File: src/rtl/pipeline_id_hazard.sv
// Purpose : RISC-V decode stage: register file, write-first WB bypass, load-use hazard detection,
//           and the ID/EX pipeline register with bubble/flush insertion and perf counters.
// Latency : 1 cycle ID -> EX (registered); stall_if is combinational. Backpressure: stall_if holds IF/ID for one cycle on load-use.
//
// Ports:
//   clk, rst            clock / asynchronous active-high reset
//   inst_id, pc_id, valid_id, ctrl_id, imm_id, rs1_used, rs2_used, mem_read_id
//                       instruction currently in ID plus its decode results
//   wb_we, wb_addr, wb_data   register-file write port from WB
//   flush               kill the instruction in ID (taken branch/jump resolved in EX)
//   stall_if            hold PC and IF/ID
//   ex_*                ID/EX register contents
//   stall_cnt, bubble_cnt     saturating performance counters
module pipeline_id_hazard #(
    parameter int XLEN   = 32,
    parameter int NREG   = 32,
    parameter int CTRL_W = 16,
    parameter int CNT_W  = 16
) (
    input  logic              clk,
    input  logic              rst,
    input  logic [31:0]       inst_id,
    input  logic [XLEN-1:0]   pc_id,
    input  logic              valid_id,
    input  logic [CTRL_W-1:0] ctrl_id,
    input  logic [XLEN-1:0]   imm_id,
    input  logic              rs1_used,
    input  logic              rs2_used,
    input  logic              mem_read_id,
    input  logic              wb_we,
    input  logic [4:0]        wb_addr,
    input  logic [XLEN-1:0]   wb_data,
    input  logic              flush,
    output logic              stall_if,
    output logic              ex_valid,
    output logic [XLEN-1:0]   ex_pc,
    output logic [XLEN-1:0]   ex_imm,
    output logic [XLEN-1:0]   ex_rs1_data,
    output logic [XLEN-1:0]   ex_rs2_data,
    output logic [4:0]        ex_rs1_addr,
    output logic [4:0]        ex_rs2_addr,
    output logic [4:0]        ex_rd,
    output logic [CTRL_W-1:0] ex_ctrl,
    output logic              ex_mem_read,
    output logic              ex_illegal,
    output logic [CNT_W-1:0]  stall_cnt,
    output logic [CNT_W-1:0]  bubble_cnt
);

    localparam int AW       = $clog2(NREG);
    localparam bit REDUCED  = (NREG == 16);

    logic [4:0] rs1, rs2, rd;
    assign rs1 = inst_id[19:15];
    assign rs2 = inst_id[24:20];
    assign rd  = inst_id[11:7];

    // Opcode/funct bits are decoded by the controller, not here.
    logic unused_inst_bits;
    assign unused_inst_bits = ^{inst_id[31:25], inst_id[14:12], inst_id[6:0]};

    // x0 is hardwired to zero; addresses beyond NREG do not exist.
    function automatic logic addr_ok(input logic [4:0] a);
        return (a != 5'd0) && (int'(a) < NREG);
    endfunction

    logic [XLEN-1:0] regs [NREG];
    logic [XLEN-1:0] rs1_data, rs2_data;

    always_ff @(posedge clk or posedge rst) begin
        if (rst) begin
            for (int i = 0; i < NREG; i++) regs[i] <= '0;
        end else if (wb_we && addr_ok(wb_addr)) begin
            regs[wb_addr[AW-1:0]] <= wb_data;
        end
    end

    // Write-first: a same-cycle WB write to the read address wins over the array.
    always_comb begin
        rs1_data = '0;
        rs2_data = '0;
        if (addr_ok(rs1)) rs1_data = (wb_we && wb_addr == rs1) ? wb_data : regs[rs1[AW-1:0]];
        if (addr_ok(rs2)) rs2_data = (wb_we && wb_addr == rs2) ? wb_data : regs[rs2[AW-1:0]];
    end

    logic hazard, illegal;
    assign hazard  = valid_id & ex_valid & ex_mem_read & (ex_rd != 5'd0) &
                     ((rs1_used & (rs1 == ex_rd)) | (rs2_used & (rs2 == ex_rd)));
    // rd[4] only matters when the instruction actually does something (non-zero bundle).
    assign illegal = valid_id & REDUCED &
                     ((rs1_used & rs1[4]) | (rs2_used & rs2[4]) | (rd[4] & (|ctrl_id)));
    // A flush kills the dependent instruction anyway, so no stall is needed.
    assign stall_if = hazard & ~flush;

    always_ff @(posedge clk or posedge rst) begin
        if (rst) begin
            ex_valid    <= 1'b0;
            ex_pc       <= '0;
            ex_imm      <= '0;
            ex_rs1_data <= '0;
            ex_rs2_data <= '0;
            ex_rs1_addr <= '0;
            ex_rs2_addr <= '0;
            ex_rd       <= '0;
            ex_ctrl     <= '0;
            ex_mem_read <= 1'b0;
            ex_illegal  <= 1'b0;
            stall_cnt   <= '0;
            bubble_cnt  <= '0;
        end else begin
            // Bubble by default; overwritten only when a real instruction advances.
            ex_valid    <= 1'b0;
            ex_pc       <= '0;
            ex_imm      <= '0;
            ex_rs1_data <= '0;
            ex_rs2_data <= '0;
            ex_rs1_addr <= '0;
            ex_rs2_addr <= '0;
            ex_rd       <= '0;
            ex_ctrl     <= '0;
            ex_mem_read <= 1'b0;
            ex_illegal  <= 1'b0;

            if (flush || hazard) begin
                if (bubble_cnt != '1) bubble_cnt <= bubble_cnt + CNT_W'(1);
            end
            if (!flush && hazard) begin
                if (stall_cnt != '1) stall_cnt <= stall_cnt + CNT_W'(1);
            end

            if (!flush && !hazard && valid_id) begin
                ex_valid    <= 1'b1;
                ex_pc       <= pc_id;
                ex_imm      <= imm_id;
                ex_rs1_data <= rs1_data;
                ex_rs2_data <= rs2_data;
                ex_rs1_addr <= rs1;
                ex_rs2_addr <= rs2;
                ex_rd       <= rd;
                // Illegal register use: neutralise the bundle, let downstream trap.
                if (illegal) begin
                    ex_ctrl     <= '0;
                    ex_mem_read <= 1'b0;
                    ex_illegal  <= 1'b1;
                end else begin
                    ex_ctrl     <= ctrl_id;
                    ex_mem_read <= mem_read_id;
                end
            end
        end
    end

endmodule

File: config.mk
export PLATFORM = sky130hd
export DESIGN_NAME = pipeline_id_hazard
export DESIGN_NICKNAME = d
export VERILOG_FILES = /design/src/rtl/pipeline_id_hazard.sv
export SDC_FILE = /design/constraint.sdc
export NUM_CORES = 2
export LEC_CHECK = 0
export ABC_CLOCK_PERIOD_IN_PS = 65600
export BUFFER_PORTS_ARGS = -buffer_cell sky130_fd_sc_hd__buf_2
export CORE_MARGIN = 2
export CORE_UTILIZATION = 45
export DETAILED_ROUTE_END_ITERATION = 8
export GPL_TIMING_DRIVEN = 0
export REMOVE_ABC_BUFFERS = 1
export SYNTH_ARGS = -nofsm -noshare
export SYNTH_HDL_FRONTEND = slang
export SYNTH_SLANG_ARGS = --single-unit
File: constraint.sdc
create_clock -name clk -period 65.6 [get_ports clk]
set_input_delay 13.12 -clock clk [delete_from_list [all_inputs] [get_ports clk]]
set_output_delay 13.12 -clock clk [all_outputs]
set_load 0.01 [all_outputs]
==> impl_results.md <==
- Fraction of layout cells with a size suffix above 1: 54.3%
- Critical Path RT: 52.48 ns
- Status: completed
- Starting density of the core: 45.5%
- #FFs+latches synth: 1217
- Port Buffers: 333
- Number of CTS-inserted buffers: 138
- Setup TNS: 0 ns
- Filler cell count: 11.1k
- Root buffer cell: clkbuf_16
- Sequential area share after synthesis: 50.0%
- Post-synth top area share: 50.0%
- Post-cts sizing count: 0
- Netlist cell types: 58
- Number of remaining DRC errors: 0
- Peak Freq: 0.0350 GHz
- Synthesis Warnings: 0
- Wire length per cell: 29.9 µm
- Async set-reset flop share out of synthesis: 100%
- Reg clk slew, reported paths: 0.06 ns
- Met3 usage: 5.46%
- RePlAce Congestion: 0.752
- Total Routed Length: 176000 µm
- WP data arrival: 15.46 ns
- CTS tree: done
- HPWL reported at the end of detailed placement: 106000 µm
- Routing usage on met2: 39.3%
- # IOs: 352
- Post-route total power: 2.14 mW
- Slew headroom: 18.4%
- Post-Syn Instances: 3869
- Mapped cell area: 60900 µm²
- Critical path buffers and inverters: 4
- Area leader, netlist: dfrtp_1
- Avg Cell Area, Syn: 15.7 µm²
- Final antenna-violating net count: 0
- Die footprint: 138000 µm²
- # rows: 134
- Element type at the critical path start: input port
- GR Util All Layers: 25.7%
- Most Crowded Layer GR: met2
- Ranking of synthesized cells by area: dfrtp_1, mux4_2, mux2_2
- First-pass GRT wire length: 260000 µm
- Least-Margin Pin Slew: 1.21 ns
- Critical path endpoint category: primary output
- Clock Tree Buf Depth: 3
- Max Fanout on Critical Path: 70
- Synthesis-to-finish area growth: 14.3%
- Commonest non-fill, non-tap cells in the layout: dfrtp_1, mux2_2, mux4_2
- Final Cycle Share: 43.6%
- H-tree levels: 4
- Initial antenna violation count: 6
- Clk_skew: 0.0267 ns
- Worst-path cell chain: buf_8 > buf_16 > buf_16 > xnor2_1 > nand4_1 > o22ai_2 > nand2_1 > nor2_1 > buf_2
- Final #Nets: 4149
- CP max stage delay: 0.47 ns
- Met1 Usage GRT: 37.0%
- Worst Path Class, Setup: in2out
- Leak: 30.5 nW
- Die height: 372 µm
- P per Cell Area: 30.7 nW/µm²
- Core area: 134000 µm²
- Post-CTS Hold Buffers: 0
- Top Family by Delay on Critical Path: buffers and inverters
- Minimum clock period: 28.58 ns
- Initial DRC count: 3077
- # clock sinks: 1217
- GRT overflow: 0
- Pin count of the biggest net entering global routing: 130
- Worst vdd ir: 0.0000211 V
- Ys flop type: dfrtp_1
- Vias per cell: 6.30
- Post-CTS Setup Inserts: 0
- Die W: 372 µm
- Fin. Hold Viols: 0
- Max_cap viols: 0
- CP most frequent cell: buf_16
- Hold Crit Class: reg2reg
- Setup violators final: 0
- RSZ-0062 raised after global routing: false
- Clock Latency Late Sink: 0.77 ns
- Most common cell after layout, fill and taps aside: dfrtp_1
- Vias in the first global route: 38.2k
- DRT Pass-1 Iters: 5
- Pins Over Slew Limit: 0
- Vias: 37.0k
- Post-synth EDFFs: 0
- CP max-delay cell: buf_16
worst reg2reg max path, cell delays in order (launching register included):
cell	delay [ns]
dfrtp_1	0.47
or4_1	0.56
o2111a_2	0.32
a21oi_4	0.40
buf_16	0.22
buf_16	0.18
o21ai_4	0.10
buf_12	0.18
buf_12	0.18
a211oi_1	0.88
per-stage QoR:
stage          instances  hold slack [ns]  util [%]  worst slack (ns)  cell area, µm²
2_1_floorplan       3439            0.365         -             18.19           58900
3_3_place_gp        5540            0.380      46.9              3.74           62800
3_5_place_dp        5618            0.383      48.5             36.93           65000
4_1_cts             5865            0.397      51.9             36.94           69600
5_1_grt             5866            0.404      51.9             36.73           69600
6_report            5868            0.396      51.9             37.02           69600
flip-flops by register name (all words and copies together) (netlist names), 5 cells and up:
| name | flops |
|---|---|
| ex_rs2_addr | 5 |
| ex_rs2_data | 32 |
| ex_pc | 32 |
| bubble_cnt | 16 |
| ex_imm | 32 |
| ex_rd | 5 |
| ex_rs1_addr | 5 |
| stall_cnt | 16 |
| ex_ctrl | 16 |
| ex_rs1_data | 32 |
| regs | 1024 |
per-layer routing:
layer  routed length, µm  share of wire [%]
met5                  17             0.0097
met4                4920                2.8
met3               12800                7.3
met2               80600                 46
met1               77400                 44
synth_stat cells (18+ instances only):
library cell / instances
a21oi_1: 62
xnor2_1: 19
a21o_1: 31
a22oi_1: 93
a22o_1: 31
nor2_1: 62
nand2_1: 29
mux2_2: 994
buf_1: 59
xor2_1: 29
nor3_1: 47
buf_6: 18
mux4_1: 22
buf_2: 102
mux4_2: 556
o21ai_0: 31
buf_4: 18
clkbuf_1: 224
a221oi_1: 31
and2_1: 96
dfrtp_1: 1217
nand3_1: 19
path summary, 6_finish.rpt:
| check | cells past startpoint | slack (ns) | from | to |
|---|---|---|---|---|
| setup / recovery | 9 | 37.02 | inst_id[20] | stall_if |
| hold / removal | 0 | 0.40 | regs[1000] | regs[1000] |
| setup reg to reg | 9 | 61.89 | ex_rd[2] | ex_rs1_data[30] |
| hold reg to reg | 0 | 0.40 | regs[1000] | regs[1000] |
| max in group asynchronous | 7 | 50.42 | rst | regs[442] |
| min in group asynchronous | 2 | 12.42 | rst | stall_cnt[15] |
power by group:
part	switching [mW]	internal, mW	total, mW	leakage [nW]
sequential	0.0898	0.879	0.969	15.7
clock	0.316	0.464	0.781	2.24
combinational	0.146	0.242	0.388	12.5
kinds of logic after synthesis:
kind of cell               count (synthesis)  synth area share [%]
other                                      1               0.00616
buffers and inverters                    436                  3.32
DFF                                     1217                  50.0
AOI/OAI and AO/OA                        294                  3.43
adders and majority gates                  2                0.0411
and+or+nand+nor                          298                  2.60
muxes                                   1573                  39.9
xor gates and xnor gates                  48                 0.690
area by class of cell:
| cell class | instances | area (µm²) | share of cell area (%) |
|---|---|---|---|
| Tap cell | 1768 | 2210 | 3.18 |
| Clock buffer | 208 | 4110 | 5.91 |
| Multi-Input combinational cell | 2216 | 28700 | 41.3 |
| Inverter | 6 | 30.0 | 0.0432 |
| Antenna cell | 3 | 7.51 | 0.0108 |
| Timing Repair Buffer | 411 | 3600 | 5.17 |
| Clock inverter | 39 | 447 | 0.642 |
| Sequential cell | 1217 | 30500 | 43.8 |
(Power assumes the default switching activity.)
